<file path="src/rtl/reqrsp_pkg.sv">
// Shared request/response types: atomic memory operation encoding.
package reqrsp_pkg;

    typedef enum logic [3:0] {
        AMONone = 4'h0,
        AMOSwap = 4'h1,
        AMOAdd  = 4'h2,
        AMOAnd  = 4'h3,
        AMOOr   = 4'h4,
        AMOXor  = 4'h5,
        AMOMax  = 4'h6,
        AMOMaxu = 4'h7,
        AMOMin  = 4'h8,
        AMOMinu = 4'h9,
        AMOLR   = 4'hA,
        AMOSC   = 4'hB
    } amo_op_e;

endpackage

</file>
<file path="src/rtl/fifo_v3.sv">
// Non-fall-through FIFO: a pushed word is first visible on data_o the cycle after the push.
module fifo_v3 #(
    parameter int unsigned DATA_WIDTH = 32,
    parameter int unsigned DEPTH      = 2
) (
    input  logic                  clk_i,
    input  logic                  rst_i,
    input  logic                  push_i,
    input  logic [DATA_WIDTH-1:0] data_i,
    input  logic                  pop_i,
    output logic [DATA_WIDTH-1:0] data_o,
    output logic                  empty_o
);

    localparam int unsigned PtrW = (DEPTH > 1) ? $clog2(DEPTH) : 1;
    localparam int unsigned CntW = $clog2(DEPTH + 1);
    localparam logic [PtrW-1:0] LastPtr = PtrW'(DEPTH - 1);
    localparam logic [CntW-1:0] FullCnt = CntW'(DEPTH);

    logic [DATA_WIDTH-1:0] mem_q [DEPTH];
    logic [PtrW-1:0]       wr_ptr_q, wr_ptr_d;
    logic [PtrW-1:0]       rd_ptr_q, rd_ptr_d;
    logic [CntW-1:0]       cnt_q, cnt_d;
    logic                  full, do_push, do_pop;

    assign full    = (cnt_q == FullCnt);
    assign empty_o = (cnt_q == '0);
    assign do_push = push_i & ~full;
    assign do_pop  = pop_i & ~empty_o;
    assign data_o  = mem_q[rd_ptr_q];

    // NOTE: every variable assigned in always_comb gets a default first, so no path infers a latch.
    always_comb begin
        wr_ptr_d = wr_ptr_q;
        rd_ptr_d = rd_ptr_q;
        cnt_d    = cnt_q;
        if (do_push) wr_ptr_d = (wr_ptr_q == LastPtr) ? '0 : wr_ptr_q + PtrW'(1);
        if (do_pop)  rd_ptr_d = (rd_ptr_q == LastPtr) ? '0 : rd_ptr_q + PtrW'(1);
        case ({do_push, do_pop})
            2'b10:   cnt_d = cnt_q + CntW'(1);
            2'b01:   cnt_d = cnt_q - CntW'(1);
            default: cnt_d = cnt_q;
        endcase
    end

    // NOTE: sequential state uses non-blocking assignments so every register samples pre-edge values.
    always_ff @(posedge clk_i) begin
        if (rst_i) begin
            wr_ptr_q <= '0;
            rd_ptr_q <= '0;
            cnt_q    <= '0;
        end else begin
            wr_ptr_q <= wr_ptr_d;
            rd_ptr_q <= rd_ptr_d;
            cnt_q    <= cnt_d;
        end
    end

    // NOTE: storage is deliberately not reset; cnt_q alone says which entries are meaningful.
    always_ff @(posedge clk_i) begin
        if (do_push) mem_q[wr_ptr_q] <= data_i;
    end

endmodule

</file>
<file path="src/rtl/reqrsp_mem_bridge.sv">
// Credit-limited bridge from a req/rsp port to a fixed-latency memory.
// Define REQRSP_MEM_BRIDGE_AMO_EN to forward atomics; otherwise they issue as plain reads.
module reqrsp_mem_bridge
    import reqrsp_pkg::*;
#(
    parameter  int unsigned AddrWidth  = 32,
    parameter  int unsigned DataWidth  = 64,
    parameter  int unsigned MemLatency = 1,
    parameter  int unsigned RspDepth   = 2,
    localparam int unsigned StrbWidth  = DataWidth / 8,
    localparam int unsigned CntWidth   = $clog2(RspDepth + 1)
) (
    input  logic                 clk_i,
    input  logic                 rst_i,
    input  logic [AddrWidth-1:0] req_q_addr_i,
    input  logic                 req_q_write_i,
    input  amo_op_e              req_q_amo_i,
    input  logic [DataWidth-1:0] req_q_data_i,
    input  logic [StrbWidth-1:0] req_q_strb_i,
    input  logic                 req_q_valid_i,
    output logic                 req_q_ready_o,
    output logic [DataWidth-1:0] rsp_p_data_o,
    output logic                 rsp_p_valid_o,
    input  logic                 rsp_p_ready_i,
    output logic [AddrWidth-1:0] mem_q_addr_o,
    output logic                 mem_q_write_o,
    output amo_op_e              mem_q_amo_o,
    output logic [DataWidth-1:0] mem_q_data_o,
    output logic [StrbWidth-1:0] mem_q_strb_o,
    output logic                 mem_q_valid_o,
    input  logic                 mem_q_ready_i,
    input  logic [DataWidth-1:0] mem_p_data_i,
    output logic [CntWidth-1:0]  outstanding_o
);

    localparam logic [CntWidth-1:0] MaxOutstanding = CntWidth'(RspDepth);

    logic [CntWidth-1:0]   outstanding_q, outstanding_d;
    logic [MemLatency-1:0] inflight_q, inflight_d;
    logic                  credit, q_hs, p_hs, fifo_empty;

    // Credit comes only from the registered count: a pop this cycle does not free a slot until next cycle.
    assign credit        = rst_i | (outstanding_q < MaxOutstanding);
    assign mem_q_valid_o = req_q_valid_i & credit;
    assign req_q_ready_o = mem_q_ready_i & credit;
    assign q_hs          = req_q_valid_i & req_q_ready_o;

    assign rsp_p_valid_o = ~rst_i & ~fifo_empty;
    assign p_hs          = rsp_p_valid_o & rsp_p_ready_i;
    assign outstanding_o = rst_i ? '0 : outstanding_q;

    always_comb begin
        mem_q_addr_o = req_q_addr_i;
        mem_q_data_o = req_q_data_i;
        mem_q_strb_o = req_q_strb_i;
`ifdef REQRSP_MEM_BRIDGE_AMO_EN
        mem_q_amo_o   = req_q_amo_i;
        mem_q_write_o = req_q_write_i;
`else
        mem_q_amo_o   = AMONone;
        mem_q_write_o = req_q_write_i & (req_q_amo_i == AMONone);
`endif
    end

    always_comb begin
        inflight_d    = '0;
        inflight_d[0] = q_hs;
        for (int i = 1; i < int'(MemLatency); i++) begin
            inflight_d[i] = inflight_q[i-1];
        end
        case ({q_hs, p_hs})
            2'b10:   outstanding_d = outstanding_q + CntWidth'(1);
            2'b01:   outstanding_d = outstanding_q - CntWidth'(1);
            default: outstanding_d = outstanding_q;
        endcase
    end

    always_ff @(posedge clk_i) begin
        if (rst_i) begin
            inflight_q    <= '0;
            outstanding_q <= '0;
        end else begin
            inflight_q    <= inflight_d;
            outstanding_q <= outstanding_d;
        end
    end

    // The last in-flight stage marks the cycle the memory drives its response.
    fifo_v3 #(
        .DATA_WIDTH (DataWidth),
        .DEPTH      (RspDepth)
    ) i_rsp_fifo (
        .clk_i   (clk_i),
        .rst_i   (rst_i),
        .push_i  (inflight_q[MemLatency-1]),
        .data_i  (mem_p_data_i),
        .pop_i   (p_hs),
        .data_o  (rsp_p_data_o),
        .empty_o (fifo_empty)
    );

endmodule

</file>
<file path="config.mk">
export PLATFORM = sky130hd
export DESIGN_NAME = reqrsp_mem_bridge
export DESIGN_NICKNAME = d
export VERILOG_FILES = /design/src/rtl/reqrsp_pkg.sv /design/src/rtl/fifo_v3.sv /design/src/rtl/reqrsp_mem_bridge.sv
export SDC_FILE = /design/constraint.sdc
export NUM_CORES = 1
export LEC_CHECK = 0
export BUFFER_PORTS_ARGS = -buffer_cell sky130_fd_sc_hd__buf_2
export CAP_MARGIN = 20
export CELL_PAD_IN_SITES_DETAIL_PLACEMENT = 0
export CELL_PAD_IN_SITES_GLOBAL_PLACEMENT = 1
export CORE_AREA = 3 3 137 139
export CTS_CLUSTER_SIZE = 25
export DETAILED_ROUTE_END_ITERATION = 8
export DIE_AREA = 0 0 140 142
export PLACE_DENSITY_LB_ADDON = 0.1
export SYNTH_ARGS = -nofsm -noshare
export SYNTH_HDL_FRONTEND = slang
export SYNTH_HIERARCHICAL = 1
export SYNTH_SLANG_ARGS = --single-unit
</file>
<file path="constraint.sdc">
create_clock -name clk_i -period 7.7 [get_ports clk_i]
set_input_delay 0.385 -clock clk_i [delete_from_list [all_inputs] [get_ports clk_i]]
set_output_delay 0.385 -clock clk_i [all_outputs]
set_load 0.02 [all_outputs]
</file>
==> flow_summary.yaml <==
synthesis:
  synth-edff-count: 128
  synth_area_leader_cell: "edfxtp_1"
  synthSimpleGateAreaFrac: 0.0198
  synth_warnings: 6
  synthCells: 354
  synth_top_area_share: 0.661
  synthMuxAreaShare: 0.127
  syn-cell-area_um2: 5810
  synth_top_family_by_area: "buffers and inverters"
  synthXorXnorAreaFrac: 0.00753
  synth_compound_area_frac: 0.00516
  synth_adder_area_share: 0.00430
  syn_avg_cell_area_um2: 16.4
  synth_cell_type_count: 27
  synth_area_leaders: "edfxtp_1 (66%), buf_4 (14%), mux2_2 (12%)"
  ys.flop_type: "edfxtp_1"
  ys_async_sr_fraction: 0
  ys_seq_area_frac: 0.689
  synth-seq-cells: 136
clock_tree:
  clock-sinks: 136
  clock_latency_ns: 0.41
  clkTransAtPathRegs_ns: 0.06
  cts.path.max_buffers: 2
  cts_tree: "built"
  ctsResizeCount: 0
  postCtsSetupBuffers: 0
  holdBufCountCts: 0
  clockRootBuffer: "clkbuf_16"
  cts_buffers: 17
  h-tree-depth: 4
global_route:
  grt_first_pass_wirelength_um: 17000
  antenna_found_initial: 0
  grt_pass1_vias: 2980
  grt_max_degree: 65
  grt-ovfl-total: 0
  grtUsageTotal: 0.113
die:
  fp.dieH_um: 142
  die_width_um: 140
  core_um2: 17800
  initial_core_util: 0.327
  rows: 49
  ioPinCount: 356
  die_area_um2: 19900
routing:
  drt_first_iter_violations: 137
  drcViolationCount: 0
  drt_pass1_iterations: 4
  routed-via-count: 2829
  wl_um: 11300
  ant_nets: 0
  wl_per_cell_um: 17.4
  vias_per_cell: 4.37
critical_path:
  r2r_start: "i_rsp_fifo/cnt_q[0]"
  start_kind: "flop"
  crit_fanout: 64
  crit_arrival_ns: 2.02
  slowest_stage: "dfxtp_4"
  worstSetupPathType: "flop to primary output"
  crit_required_ns: 7.32
  slowest_delay_ns: 0.97
  r2r-end: "i_rsp_fifo/mem_q[1][59]"
  ff2ff_path_depth: 4
  setup.worst_path.end_class: "primary output"
  cp_cell_sequence: "mux2_2 -> buf_2"
  rrSetupSlack_ns: 5.31
sta:
  fin_setup_tns_ns: 0
  final_max_slew_viol_count: 0
  setup_viol: 0
  skew_ns: 0.00971
  rsz0062_at_grt: "no"
  min_period_ns: 2.40
  timing.final.crit_share: 0.312
  worst_pin_slew_ns: 0.947
  hold_viol_final: 0
  hold-worst-slack_ns: 0.163
  fmax_mhz: 416
  maxSlewHeadroom: 0.369
job:
  maxCapViolations: 0
placed_design:
  port_buffers: 143
  dp_hpwl_um: 7620
  gp_congestion: 0.657
  dp.cells: 616
worst_hold_path:
  hold_depth: 1
  min_from: "mem_p_data_i[36]"
  min_to: "i_rsp_fifo/mem_q[0][36]"
  hp-class: "input port to flop"
finish:
  fin_nets: 586
  n_antenna_cell: 0
  area_growth_pct: 14.5
  drive_above_1_share: 0.587
  stdcell_count: 648
power:
  total_power_mw: 1.80
  p_per_area_nw_per_um2: 270
  p_leak_nw: 2.45
  irDropWorstVdd_mv: 0.141
run_status:
  outcome: "finished clean"
==> worst max path at each step <==
stage | endpoint | depth (start not counted) | slack (ns) | from
final | rsp_p_data_o[63] | 2 | 5.30 | flop
after detailed placement | i_rsp_fifo/mem_q[1][8] | 4 | 5.24 | i_rsp_fifo/cnt_q[0]
after global routing | i_rsp_fifo/mem_q[1][11] | 4 | 5.04 | i_rsp_fifo/cnt_q[0]
after floorplan | i_rsp_fifo/mem_q[1][0] | 3 | 3.92 | i_rsp_fifo/cnt_q[0]
after global placement | i_rsp_fifo/mem_q[1][13] | 4 | 5.22 | i_rsp_fifo/cnt_q[0]
after CTS | rsp_p_data_o[63] | 2 | 5.21 | flop
==> metal layers <==
layer / part of all wire / wire, µm / GRT usage / vias to the layer above
met5: 0 / 0 / 0 / -
li1: - / - / - / 1276
met4: 0.022 / 251 / 0.0444 / 0
met1: 0.39 / 4420 / 0.125 / 1360
met2: 0.50 / 5670 / 0.189 / 151
met3: 0.085 / 956 / 0.0565 / 42
==> synthesized netlist by cell type (2+ instances only) <==
| cell | instances |
|---|---|
| buf_4 | 108 |
| inv_1 | 2 |
| buf_2 | 7 |
| nor2_1 | 8 |
| mux2_2 | 64 |
| a21oi_1 | 2 |
| and2_1 | 4 |
| edfxtp_1 | 128 |
| xor2_1 | 2 |
| xnor2_1 | 3 |
| ha_1 | 2 |
| dfxtp_1 | 8 |
| nand3_1 | 2 |
==> sequential cells by signal, indices dropped and copies added (netlist names), named ones only <==
name                 cells
i_rsp_fifo/rd_ptr_q      1
inflight_q               1
i_rsp_fifo/mem_q       128
i_rsp_fifo/cnt_q         2
outstanding_q            2
i_rsp_fifo/wr_ptr_q      1
==> power by group <==
group	leakage [nW]	total (mW)	internal, mW	switching (mW)
clock network	0.309	0.878	0.577	0.301
registers	1.23	0.832	0.827	0.00508
logic	0.916	0.0855	0.0352	0.0503
total	2.45	1.80	1.44	0.356
==> cell usage in the layout, fill, tap and decap left out, types with 2 or more instances in the layout <==
cell	n
buf_2	143
edfxtp_1	128
mux2_2	64
clkbuf_16	17
nor2_1	7
dfxtp_1	7
bufinv_16	5
and2_1	4
conb_1	4
clkinv_4	4
xnor2_1	3
inv_2	2
nand3_1	2
xor2_1	2
ha_1	2
clkinvlp_4	2
inv_6	2
a21oi_1	2
buf_4	2
==> cell families (layout without fill, tap and decap cells) <==
family | after synthesis | count (layout)
AND/OR/NAND/NOR | 22 | 22
buffers and inverters | 118 | 180
XOR/XNOR | 5 | 5
flip-flops | 136 | 136
AO/OA/AOI/OAI | 5 | 5
adder cells (fa/ha/maj) | 2 | 2
other | 1 | 4
multiplexers | 65 | 65
==> worst max-delay path, delay by kind of cell, from the launching register on <==
| family | cells | cell delay, ns |
|---|---|---|
| mux | 1 | 0.45 |
| buf+inv | 1 | 0.17 |
| flops | 1 | 0.97 |
==> stage by stage <==
stage / cell area, µm² / utilization / setup WS, ns
floorplan: 5830 / - / 3.92
global placement: 6010 / 0.338 / 5.22
detailed placement: 6010 / 0.338 / 5.24
CTS: 6660 / 0.375 / 5.21
global route: 6660 / 0.375 / 5.04
finish: 6660 / 0.375 / 5.30
==> final cells by class <==
class | count | area [µm²]
clock buffer | 18 | 429
clock inverter | 14 | 221
fill | 1708 | 11100
multi-input combinational | 103 | 972
tap | 229 | 287
sequential | 136 | 4010
inverter | 3 | 11.3
timing repair buffer | 145 | 731
(Power assumes the default switching activity.)
